### src/rtl/instruction_fetch.sv
// Instruction fetch unit: requests a word from instruction memory, holds it for
// downstream execute, then advances CurrentPC sequentially or by a branch offset.
module instruction_fetch #(
  parameter int unsigned MAX_WAIT = 15
) (
  input  logic        CLK,
  input  logic        resetl,
  input  logic [63:0] startPC,
  output logic        IMemReq,
  output logic [63:0] IMemAddr,
  input  logic        IMemAck,
  input  logic [31:0] IMemData,
  output logic        InstrValid,
  output logic [31:0] Instruction,
  output logic [25:0] Imm26,
  output logic [1:0]  Ctrl,
  input  logic [63:0] BusImm,
  input  logic        Branch,
  input  logic        Uncondbranch,
  input  logic        Zero,
  input  logic        ExDone,
  output logic [63:0] CurrentPC,
  output logic        Timeout
);

  typedef enum logic [1:0] {StIdle, StFetch, StIssue, StError} state_e;

  localparam logic [7:0] MaxWaitW = 8'(MAX_WAIT);

  state_e      state_q;
  logic [63:0] pc_q;
  logic [31:0] instr_q;
  logic        instr_valid_q;
  logic        imem_req_q;
  logic        timeout_q;
  logic [7:0]  wait_cnt_q;

  logic [7:0]  wait_cnt_inc;
  logic        taken;
  logic [63:0] pc_seq;
  logic [63:0] pc_br;
  logic [63:0] pc_next;
  logic [1:0]  ctrl;

  assign wait_cnt_inc = wait_cnt_q + 8'd1;

  // PC arithmetic wraps modulo 2^64 by construction.
  assign taken   = Uncondbranch | (Branch & Zero);
  assign pc_seq  = pc_q + 64'd4;
  assign pc_br   = pc_q + (BusImm << 2);
  assign pc_next = taken ? pc_br : pc_seq;

  // Immediate format for the sign extender, highest priority first.
  always_comb begin
    ctrl = 2'b00;
    if (instr_q[31:26] == 6'b000101) begin
      ctrl = 2'b11;
    end else if (instr_q[31:24] == 8'b10110100) begin
      ctrl = 2'b10;
    end else if (instr_q[28:26] == 3'b100) begin
      ctrl = 2'b01;
    end
  end

  always_ff @(posedge CLK) begin
    if (!resetl) begin
      state_q       <= StIdle;
      pc_q          <= startPC;
      instr_q       <= 32'd0;
      instr_valid_q <= 1'b0;
      imem_req_q    <= 1'b0;
      timeout_q     <= 1'b0;
      wait_cnt_q    <= 8'd0;
    end else begin
      unique case (state_q)
        StIdle: begin
          state_q    <= StFetch;
          imem_req_q <= 1'b1;
          wait_cnt_q <= 8'd0;
        end
        StFetch: begin
          // An ack on the final wait cycle still wins over the timeout.
          if (IMemAck) begin
            instr_q       <= IMemData;
            instr_valid_q <= 1'b1;
            imem_req_q    <= 1'b0;
            state_q       <= StIssue;
          end else if (wait_cnt_inc == MaxWaitW) begin
            wait_cnt_q <= wait_cnt_inc;
            imem_req_q <= 1'b0;
            timeout_q  <= 1'b1;
            state_q    <= StError;
          end else begin
            wait_cnt_q <= wait_cnt_inc;
          end
        end
        StIssue: begin
          if (ExDone) begin
            pc_q          <= pc_next;
            instr_valid_q <= 1'b0;
            imem_req_q    <= 1'b1;
            wait_cnt_q    <= 8'd0;
            state_q       <= StFetch;
          end
        end
        StError: begin
          imem_req_q    <= 1'b0;
          instr_valid_q <= 1'b0;
          timeout_q     <= 1'b1;
        end
        default: begin
          state_q <= StError;
        end
      endcase
    end
  end

  assign IMemReq     = imem_req_q;
  assign IMemAddr    = pc_q;
  assign InstrValid  = instr_valid_q;
  assign Instruction = instr_q;
  assign Imm26       = instr_q[25:0];
  assign Ctrl        = ctrl;
  assign CurrentPC   = pc_q;
  assign Timeout     = timeout_q;

endmodule
### config.mk
export PLATFORM = sky130hd
export DESIGN_NAME = instruction_fetch
export DESIGN_NICKNAME = d
export VERILOG_FILES = /design/src/rtl/instruction_fetch.sv
export SDC_FILE = /design/constraint.sdc
export NUM_CORES = 1
export LEC_CHECK = 0
export BUFFER_PORTS_ARGS = -buffer_cell sky130_fd_sc_hd__buf_2
export CORE_ASPECT_RATIO = 0.75
export CORE_MARGIN = 5
export CORE_UTILIZATION = 49
export DETAILED_ROUTE_END_ITERATION = 7
export PLACE_DENSITY = 0.77
export SLEW_MARGIN = 20
export SYNTH_ARGS = -nofsm -noshare
export SYNTH_HDL_FRONTEND = slang
export SYNTH_SLANG_ARGS = --single-unit
### constraint.sdc
create_clock -name CLK -period 4.8 [get_ports CLK]
set_input_delay 0.96 -clock CLK [delete_from_list [all_inputs] [get_ports CLK]]
set_output_delay 0.96 -clock CLK [all_outputs]
set_load 0.02 [all_outputs]
==> PnR_summary.wiki, run 1 <==
{| class="wikitable"
! Metric !! Value
|-
| Clk sinks || between 100 and 150
|-
| Worst Clk Skew || 0.0108 ns
|-
| Register share of total power || 0.312
|-
| Count of buffering cells on the critical path with inverters included || 2
|-
| Clock Tree Root || sky130_fd_sc_hd__clkbuf_16
|-
| Hold-critical path depth || 2
|-
| Final RePlAce weighted congestion || 0.986
|-
| Wire length on met3 || 2180 um
|-
| Result of the run || finished clean
|-
| Wire length of the first global-routing pass || between 40000 and 50000 um
|-
| Number of standard cells in the layout, taps in and fillers out || 1564
|-
| Final standard cell utilization of the core || 0.588
|-
| Number of placed instances, taps included || 1548
|-
| Critical path class || primary input to register
|-
| Area growth from synthesis to final layout || 17.7%
|-
| Biggest fanout along the worst timing path || 33
|-
| Leftover overflow at the end of global routing || 0
|-
| Number of synthesis warnings || 0
|-
| Post-synthesis register bit count || 109
|-
| Required time at the endpoint of the critical path || 4.88 ns
|-
| Chain of cells forming the critical path || buf_2 -> a21oi_4 -> buf_4 -> nor2b_1 -> ha_1 -> and2_1 -> nand4_1 -> nor3_1 -> o31ai_1 -> o2111ai_1 -> nand3_1 -> a21oi_1 -> o21a_1 -> o221ai_1
|-
| Count leader, synth || sky130_fd_sc_hd__nand2_1
|-
| Count of buffers from port buffering || 355
|-
| Most frequently used flop master after synthesis || sky130_fd_sc_hd__edfxtp_1
|-
| Global-route total usage across every layer || 0.243
|-
| Hold Violations, Final || 0
|-
| Overall power consumption || 4.03 mW
|-
| Combinational fraction of design power || 0.478
|-
| Family of cells with the greatest summed delay on the critical path || compound AO/OA/AOI/OAI gates
|-
| Cell taking the most area after synthesis || sky130_fd_sc_hd__edfxtp_1
|-
| Top cells by area, synth || sky130_fd_sc_hd__edfxtp_1 (21%), sky130_fd_sc_hd__dfxtp_1 (9.7%), sky130_fd_sc_hd__ha_1 (8.5%)
|-
| Count of inserted antenna diode cells || 0
|-
| CTS clk-pin slew, worst paths || approximately 0.08 ns
|-
| Power density relative to cell area || 371 nW/um^2
|-
| Fraction of the cycle the final worst path needs || 0.923
|-
| Total of max-cap violations || 0
|-
| Insertion delay of the later-clocked pin in the worst-skew pair || 0.36 ns
|-
| Number of enable-type register cells in the synthesized netlist || 64
|-
| CTS hold repair buffers || 0
|-
| Ratio of routed vias to standard cells || 5.59
|-
| Top-area cell type share of the netlist area || 0.208
|-
| Num CTS Buffers || 9
|-
| Highest routed metal layer || met5
|-
| Fraction of layout instances using a drive strength above 1 || 0.341
|-
| Gate Count Post-Synth || 1086
|-
| Initial antenna violation count || 1
|-
| Netlist Area Pre-Place || 9240 sq um
|-
| Headroom to the max-slew limit || 0.376
|-
| Unique cell type count in the Yosys netlist || 70
|-
| Slowest CP cell || sky130_fd_sc_hd__a21oi_1
|-
| Longest Clk Path Bufs || 2
|-
| Biggest cell delay along the critical path || about 0.52 ns
|-
| Worst min path class || register to register
|-
| Buffers inserted during post-CTS setup optimization || 0
|-
| Via count of the first global-routing pass || 8171
|-
| Arrival @ worst endpoint || 4.51 ns
|-
| DRC viols || 0
|-
| Worst VDD drop || between 0.2 and 0.25 mV
|-
| Setup TNS Final || 0 ns
|-
| Final critical-path required period || 4.43 ns
|-
| Switching power as a share of total power || 0.414
|-
| Pint || between 2 and 2.5 mW
|-
| Average instance area after synthesis || 8.51 sq um
|-
| Worst Max-Slew Pin Slew || 0.935 ns
|-
| Detailed-routing wirelength on met1 || 12600 um
|-
| Die span in x || approximately 170 um
|-
| Setup-violating endpoint count in the final report || 0
|-
| Maximum clock frequency || 226 MHz
|-
| CTS tree || built
|-
| First drt pass iteration count || 8
|-
| Overall routed net length || 28200 um
|-
| Fraction of the yosys area taken by sequential cells || 0.305
|-
| Setup repair after global routing missed its margin || false
|-
| Fill cell instance count of the final layout || 1726
|-
| Io pins || 358
|-
| Placeable core area || 18500 sq um
|-
| Leakage dissipation || 5.20 nW
|-
| Clock share of power || 0.209
|-
| Detailed-route wire length per cell || 18.0 um
|-
| Starting density of the core || 0.499
|-
| Cell types with the highest counts after synthesis || sky130_fd_sc_hd__nand2_1 (130), sky130_fd_sc_hd__a21oi_1 (111), sky130_fd_sc_hd__buf_4 (90), sky130_fd_sc_hd__nor2b_1 (68), sky130_fd_sc_hd__edfxtp_1 (64)
|-
| Vertical die dimension || 129 um
|-
| Switch Pwr || roughly 1.7 mW
|-
| DR vias || approximately 9000
|-
| H-tree depth || 3
|-
| Share of flip-flops with an asynchronous set or reset || 0
|-
| R2R Setup Slk || 1.17 ns
|-
| Placement Rows || 43
|-
| R2r worst-path depth || 12
|-
| Post-route antenna net violation count || 0
|-
| Number of DRC markers after the initial detailed-route iteration || approximately 790
|-
| Fin nets || approximately 1500
|-
| Number of nets in the synthesized netlist || 1317
|-
| Maximum number of pins on one net before global-route repair || 64
|-
| Placed wire-length estimate || 22200 um
|-
| Detailed route wirelength on metal2 || 13100 um
|-
| Critical Path End Type || register
|-
| Number of pins exceeding their max-slew limit in the final report || 0
|-
| Startpoint types || primary input
|-
| Instance count on the critical path || 14
|-
| Die Footprint || 21700 sq um
|}
-- per-layer routing --
metal	GRT usage	vias up
li1	-	4261
met5	0	-
met3	0.0476	19
met1	0.345	4095
met2	0.394	364
met4	0.0415	2
-- sequential cells by signal, indices dropped and copies added, names as in the netlist --
name,cells
CurrentPC,64
wait_cnt_q,8
Timeout,1
IMemReq,1
state_q,2
InstrValid,1
Instruction,32
-- power by group through the flow --
stage / Sequential (mW) / Combinational, mW / Clock (mW)
2_1_floorplan: 1.39 / 1.36 / 0
3_3_place_gp: 1.27 / 1.87 / 0
3_5_place_dp: 1.28 / 1.90 / 0
4_1_cts: 1.26 / 1.91 / 0.861
5_1_grt: 1.28 / 2.09 / 0.895
6_report: 1.26 / 1.93 / 0.844
-- cell families (layout without fill, tap and decap cells) --
logic type               count (synthesis)  in the layout  synth area share
adder cells (fa/ha/maj)                 64             64            0.0874
AND/OR/NAND/NOR                        348            348             0.187
XOR/XNOR                                50             50            0.0474
AO/OA/AOI/OAI                          297            297             0.211
multiplexers                            46             46            0.0558
flip-flops                             109            109             0.305
buffers and inverters                  172            403             0.107
-- timing repair --
| action | in CTS | in global routing |
|---|---|---|
| resized for setup | 0 | 1 |
| endpoints found under the setup margin | 0 | 1 |
| hold endpoints to repair | 0 | 0 |
-- cells in the final DEF, fill, tap and decap left out, types with 10 or more instances in the layout --
cell,n
sky130_fd_sc_hd__xnor2_1,30
sky130_fd_sc_hd__nand4_1,26
sky130_fd_sc_hd__nor3_1,11
sky130_fd_sc_hd__inv_1,19
sky130_fd_sc_hd__nand2_1,129
sky130_fd_sc_hd__a31oi_1,10
sky130_fd_sc_hd__edfxtp_1,64
sky130_fd_sc_hd__nand3_1,19
sky130_fd_sc_hd__buf_4,13
sky130_fd_sc_hd__dfxtp_1,45
sky130_fd_sc_hd__nor2_1,47
sky130_fd_sc_hd__a21o_1,53
sky130_fd_sc_hd__a21oi_1,110
sky130_fd_sc_hd__buf_2,354
sky130_fd_sc_hd__xor2_1,20
sky130_fd_sc_hd__o21bai_1,13
sky130_fd_sc_hd__mux2_2,44
sky130_fd_sc_hd__ha_1,63
sky130_fd_sc_hd__nor2b_1,68
sky130_fd_sc_hd__and3_1,12
sky130_fd_sc_hd__clkbuf_16,10
sky130_fd_sc_hd__o21ai_0,34
-- per-stage QoR --
stage | area [sq um] | hold slack [ns] | setup slack (ns)
after floorplan | 9240 | 0.474 | 0.427
after global placement | 10500 | 0.443 | 0.0208
after detailed placement | 10500 | 0.451 | -0.0370
after CTS | 10900 | 0.464 | 0.301
after global routing | 10900 | 0.493 | 0.163
final | 10900 | 0.461 | 0.371
-- worst paths after layout --
kind,from,to
hold / removal,InstrValid$_SDFFE_PN0P_,InstrValid$_SDFFE_PN0P_
setup / recovery,Branch,CurrentPC[59]$_DFFE_PP_
setup reg to reg,CurrentPC[2]$_DFFE_PP_,CurrentPC[60]$_DFFE_PP_
hold reg to reg,InstrValid$_SDFFE_PN0P_,InstrValid$_SDFFE_PN0P_
-- worst reg2reg max path, delay by kind of cell (launching register included) --
family / cells / cell delay, ns
AO/OA/AOI/OAI: 8 / 1.96
adder cells (fa/ha/maj): 2 / 0.70
buffers and inverters: 1 / 0.21
flip-flops: 1 / 0.44
AND/OR/NAND/NOR: 1 / 0.12
-- cell type report --
class / count / area [sq um] / area share
inverters: 20 / 76.3 / 0.00702
clock inverters: 6 / 83.8 / 0.00771
clock buffers: 10 / 250 / 0.0230
repair buffers: 367 / 1870 / 0.172
well taps: 247 / 309 / 0.0284
multi-input cells: 805 / 5470 / 0.503
flip-flops and latches: 109 / 2820 / 0.259
(Power assumes the default switching activity.)
==> run 2, diff against run 1 <==
- CORE_UTILIZATION: 49 -> 40
- PLACE_DENSITY: 0.77 -> 0.67
- clock period: 4.8 -> 4 ns (I/O delays scaled with it)
==> PnR_summary.wiki, run 2 (synthesis results as in run 1) <==
{| class="wikitable"
! Metric !! Value
|-
| Final RePlAce weighted congestion || between 0.8 and 0.9
|-
| Ratio of routed vias to standard cells || 5.20
|-
| Worst min path class || register to register
|-
| Via count of the first global-routing pass || roughly 8700
|-
| Setup TNS Final || 0 ns
|-
| Die Footprint || 26300 sq um
|-
| Setup-violating endpoint count in the final report || 0
|-
| Wire length of the first global-routing pass || 45500 um
|-
| Crit. Startpoint || Branch
|-
| Post-route antenna net violation count || 0
|-
| Fin nets || ~1700
|-
| Leftover overflow at the end of global routing || 0
|-
| Leading cell type in the layout, fill and taps excluded || sky130_fd_sc_hd__buf_2
|-
| Worst setup path endpoint || CurrentPC[52]$_DFFE_PP_
|-
| Number of standard cells in the layout, taps in and fillers out || around 1700
|-
| Clk sinks || between 100 and 150
|-
| Placement Rows || 48
|-
| Num CTS Buffers || 9
|-
| Critical path class || primary input to register
|-
| Vertical die dimension || 142 um
|-
| Worst r2r src || CurrentPC[3]$_DFFE_PP_
|-
| Io pins || 358
|-
| Leakage dissipation || 5.74 nW
|-
| Worst VDD drop || between 0.2 and 0.25 mV
|-
| Total of max-cap violations || 0
|-
| DR vias || 9042
|-
| Setup repair after global routing missed its margin || false
|-
| Required time at the endpoint of the critical path || 4.11 ns
|-
| Number of flip-flops under the largest register name || 64
|-
| R2R Setup Slk || approximately 0.63 ns
|-
| DRC viols || 0
|-
| Longest Clk Path Bufs || 2
|-
| Highest-count cells in the layout ignoring fill and taps || sky130_fd_sc_hd__buf_2 (354), sky130_fd_sc_hd__buf_4 (130), sky130_fd_sc_hd__nand2_1 (129)
|-
| Worst Max-Slew Pin Slew || just over 0.9 ns
|-
| Insertion delay of the later-clocked pin in the worst-skew pair || ~0.35 ns
|-
| Worst hold margin || 0.467 ns
|-
| Area growth from synthesis to final layout || 28.1%
|-
| Startpoint types || primary input
|-
| Placed wire-length estimate || 23800 um
|-
| CTS tree || built
|-
| Global-route total usage across every layer || 0.215
|-
| Placeable core area || 22900 sq um
|-
| Die span in x || 186 um
|-
| Starting density of the core || 0.404
|-
| Biggest fanout along the worst timing path || 8
|-
| Final critical-path required period || ~3.9 ns
|-
| Overall routed net length || between 20000 and 30000 um
|-
| Critical Path End Type || register
|-
| Number of pins exceeding their max-slew limit in the final report || 0
|-
| Number of placed instances, taps included || 1719
|-
| Detailed-route wire length per cell || 17.0 um
|-
| Clock Tree Root || sky130_fd_sc_hd__clkbuf_16
|-
| CTS hold repair buffers || 0
|-
| R2R Path End || CurrentPC[49]$_DFFE_PP_
|-
| Number of DRC markers after the initial detailed-route iteration || 674
|-
| Fraction of the cycle the final worst path needs || 0.963
|-
| Result of the run || finished clean
|-
| R2r worst-path depth || 11
|-
| CTS clk-pin slew, worst paths || 0.08 ns
|-
| Worst Clk Skew || 0.00912 ns
|-
| Maximum number of pins on one net before global-route repair || 63
|-
| Count of buffers from port buffering || 355
|-
| Power density relative to cell area || 428 nW/um^2
|-
| Buffers inserted during post-CTS setup optimization || 0
|-
| First drt pass iteration count || 5
|-
| Hold Violations, Final || 0
|-
| Overall power consumption || 5.07 mW
|-
| Post-CTS sizing || 1
|-
| Headroom to the max-slew limit || 0.381
|-
| Initial antenna violation count || 5
|-
| Maximum clock frequency || between 200 and 300 MHz
|-
| Hold path startpoint || InstrValid$_SDFFE_PN0P_
|-
| Arrival @ worst endpoint || roughly 4.0 ns
|-
| H-tree depth || 3
|-
| Fraction of layout instances using a drive strength above 1 || 0.397
|}
run 2: changes by cell type in the layout (fill, tap and decap cells not counted), sizes merged:
cell    change
bufinv      -1
buf       +118
inv         -1
diode       +4
clkbuf      +2
run 2: area by class of cell:
type | instances | area, sq um
diodes | 4 | 10.0
clock buffers | 12 | 246
well taps | 300 | 375
multi-input cells | 805 | 5520
inverters | 20 | 75.1
repair buffers | 485 | 2770
flip-flops and latches | 109 | 2820
clock inverters | 4 | 23.8
fillers | 2189 | 11000
run 2: how the worst min path moves through the flow:
stage,end,slack (ns),cells past startpoint
after floorplan,wait_cnt_q[4]$_SDFFE_PN0P_,0.47,2
after global placement,InstrValid$_SDFFE_PN0P_,0.44,2
after detailed placement,InstrValid$_SDFFE_PN0P_,0.46,2
after CTS,InstrValid$_SDFFE_PN0P_,0.47,2
after global routing,InstrValid$_SDFFE_PN0P_,0.49,2
final,InstrValid$_SDFFE_PN0P_,0.47,2
run 2: per-layer routing:
metal | up-vias | GRT usage | part of all wire
met2 | 332 | 0.350 | 0.46
met4 | 2 | 0.0468 | 0.016
li1 | 4500 | - | -
met5 | - | 0 | 0.00044
met1 | 4178 | 0.302 | 0.46
met3 | 30 | 0.0356 | 0.069
run 2: where the power goes:
part           internal (mW)  leakage, nW  switching [mW]
registers               1.38        0.996           0.129
logic                   1.18         4.61            1.49
clock network          0.442        0.135           0.446
total                   3.00         5.74            2.07
run 2: worst max-delay path: stages:
cell                        delay, ns
sky130_fd_sc_hd__buf_2           0.11
sky130_fd_sc_hd__a21oi_4         0.06
sky130_fd_sc_hd__buf_12          0.13
sky130_fd_sc_hd__or2_2           0.27
sky130_fd_sc_hd__ha_1            0.22
sky130_fd_sc_hd__fa_2            0.35
sky130_fd_sc_hd__a21o_1          0.23
sky130_fd_sc_hd__a311oi_4        0.33
sky130_fd_sc_hd__nor4b_4         0.11
sky130_fd_sc_hd__o311ai_2        0.34
sky130_fd_sc_hd__buf_4           0.21
sky130_fd_sc_hd__a2111oi_2       0.09
sky130_fd_sc_hd__o21ai_2         0.17
sky130_fd_sc_hd__nand2_1         0.09
sky130_fd_sc_hd__xor2_1          0.16
sky130_fd_sc_hd__mux2_2          0.27
run 2: metrics by stage:
stage	utilization	worst slack (ns)	instance area, sq um
floorplan	-	0.0235	9270
global placement	0.504	-0.353	11500
detailed placement	0.504	-0.410	11500
CTS	0.516	0.0654	11800
global route	0.518	0.00490	11800
finish	0.518	0.149	11800
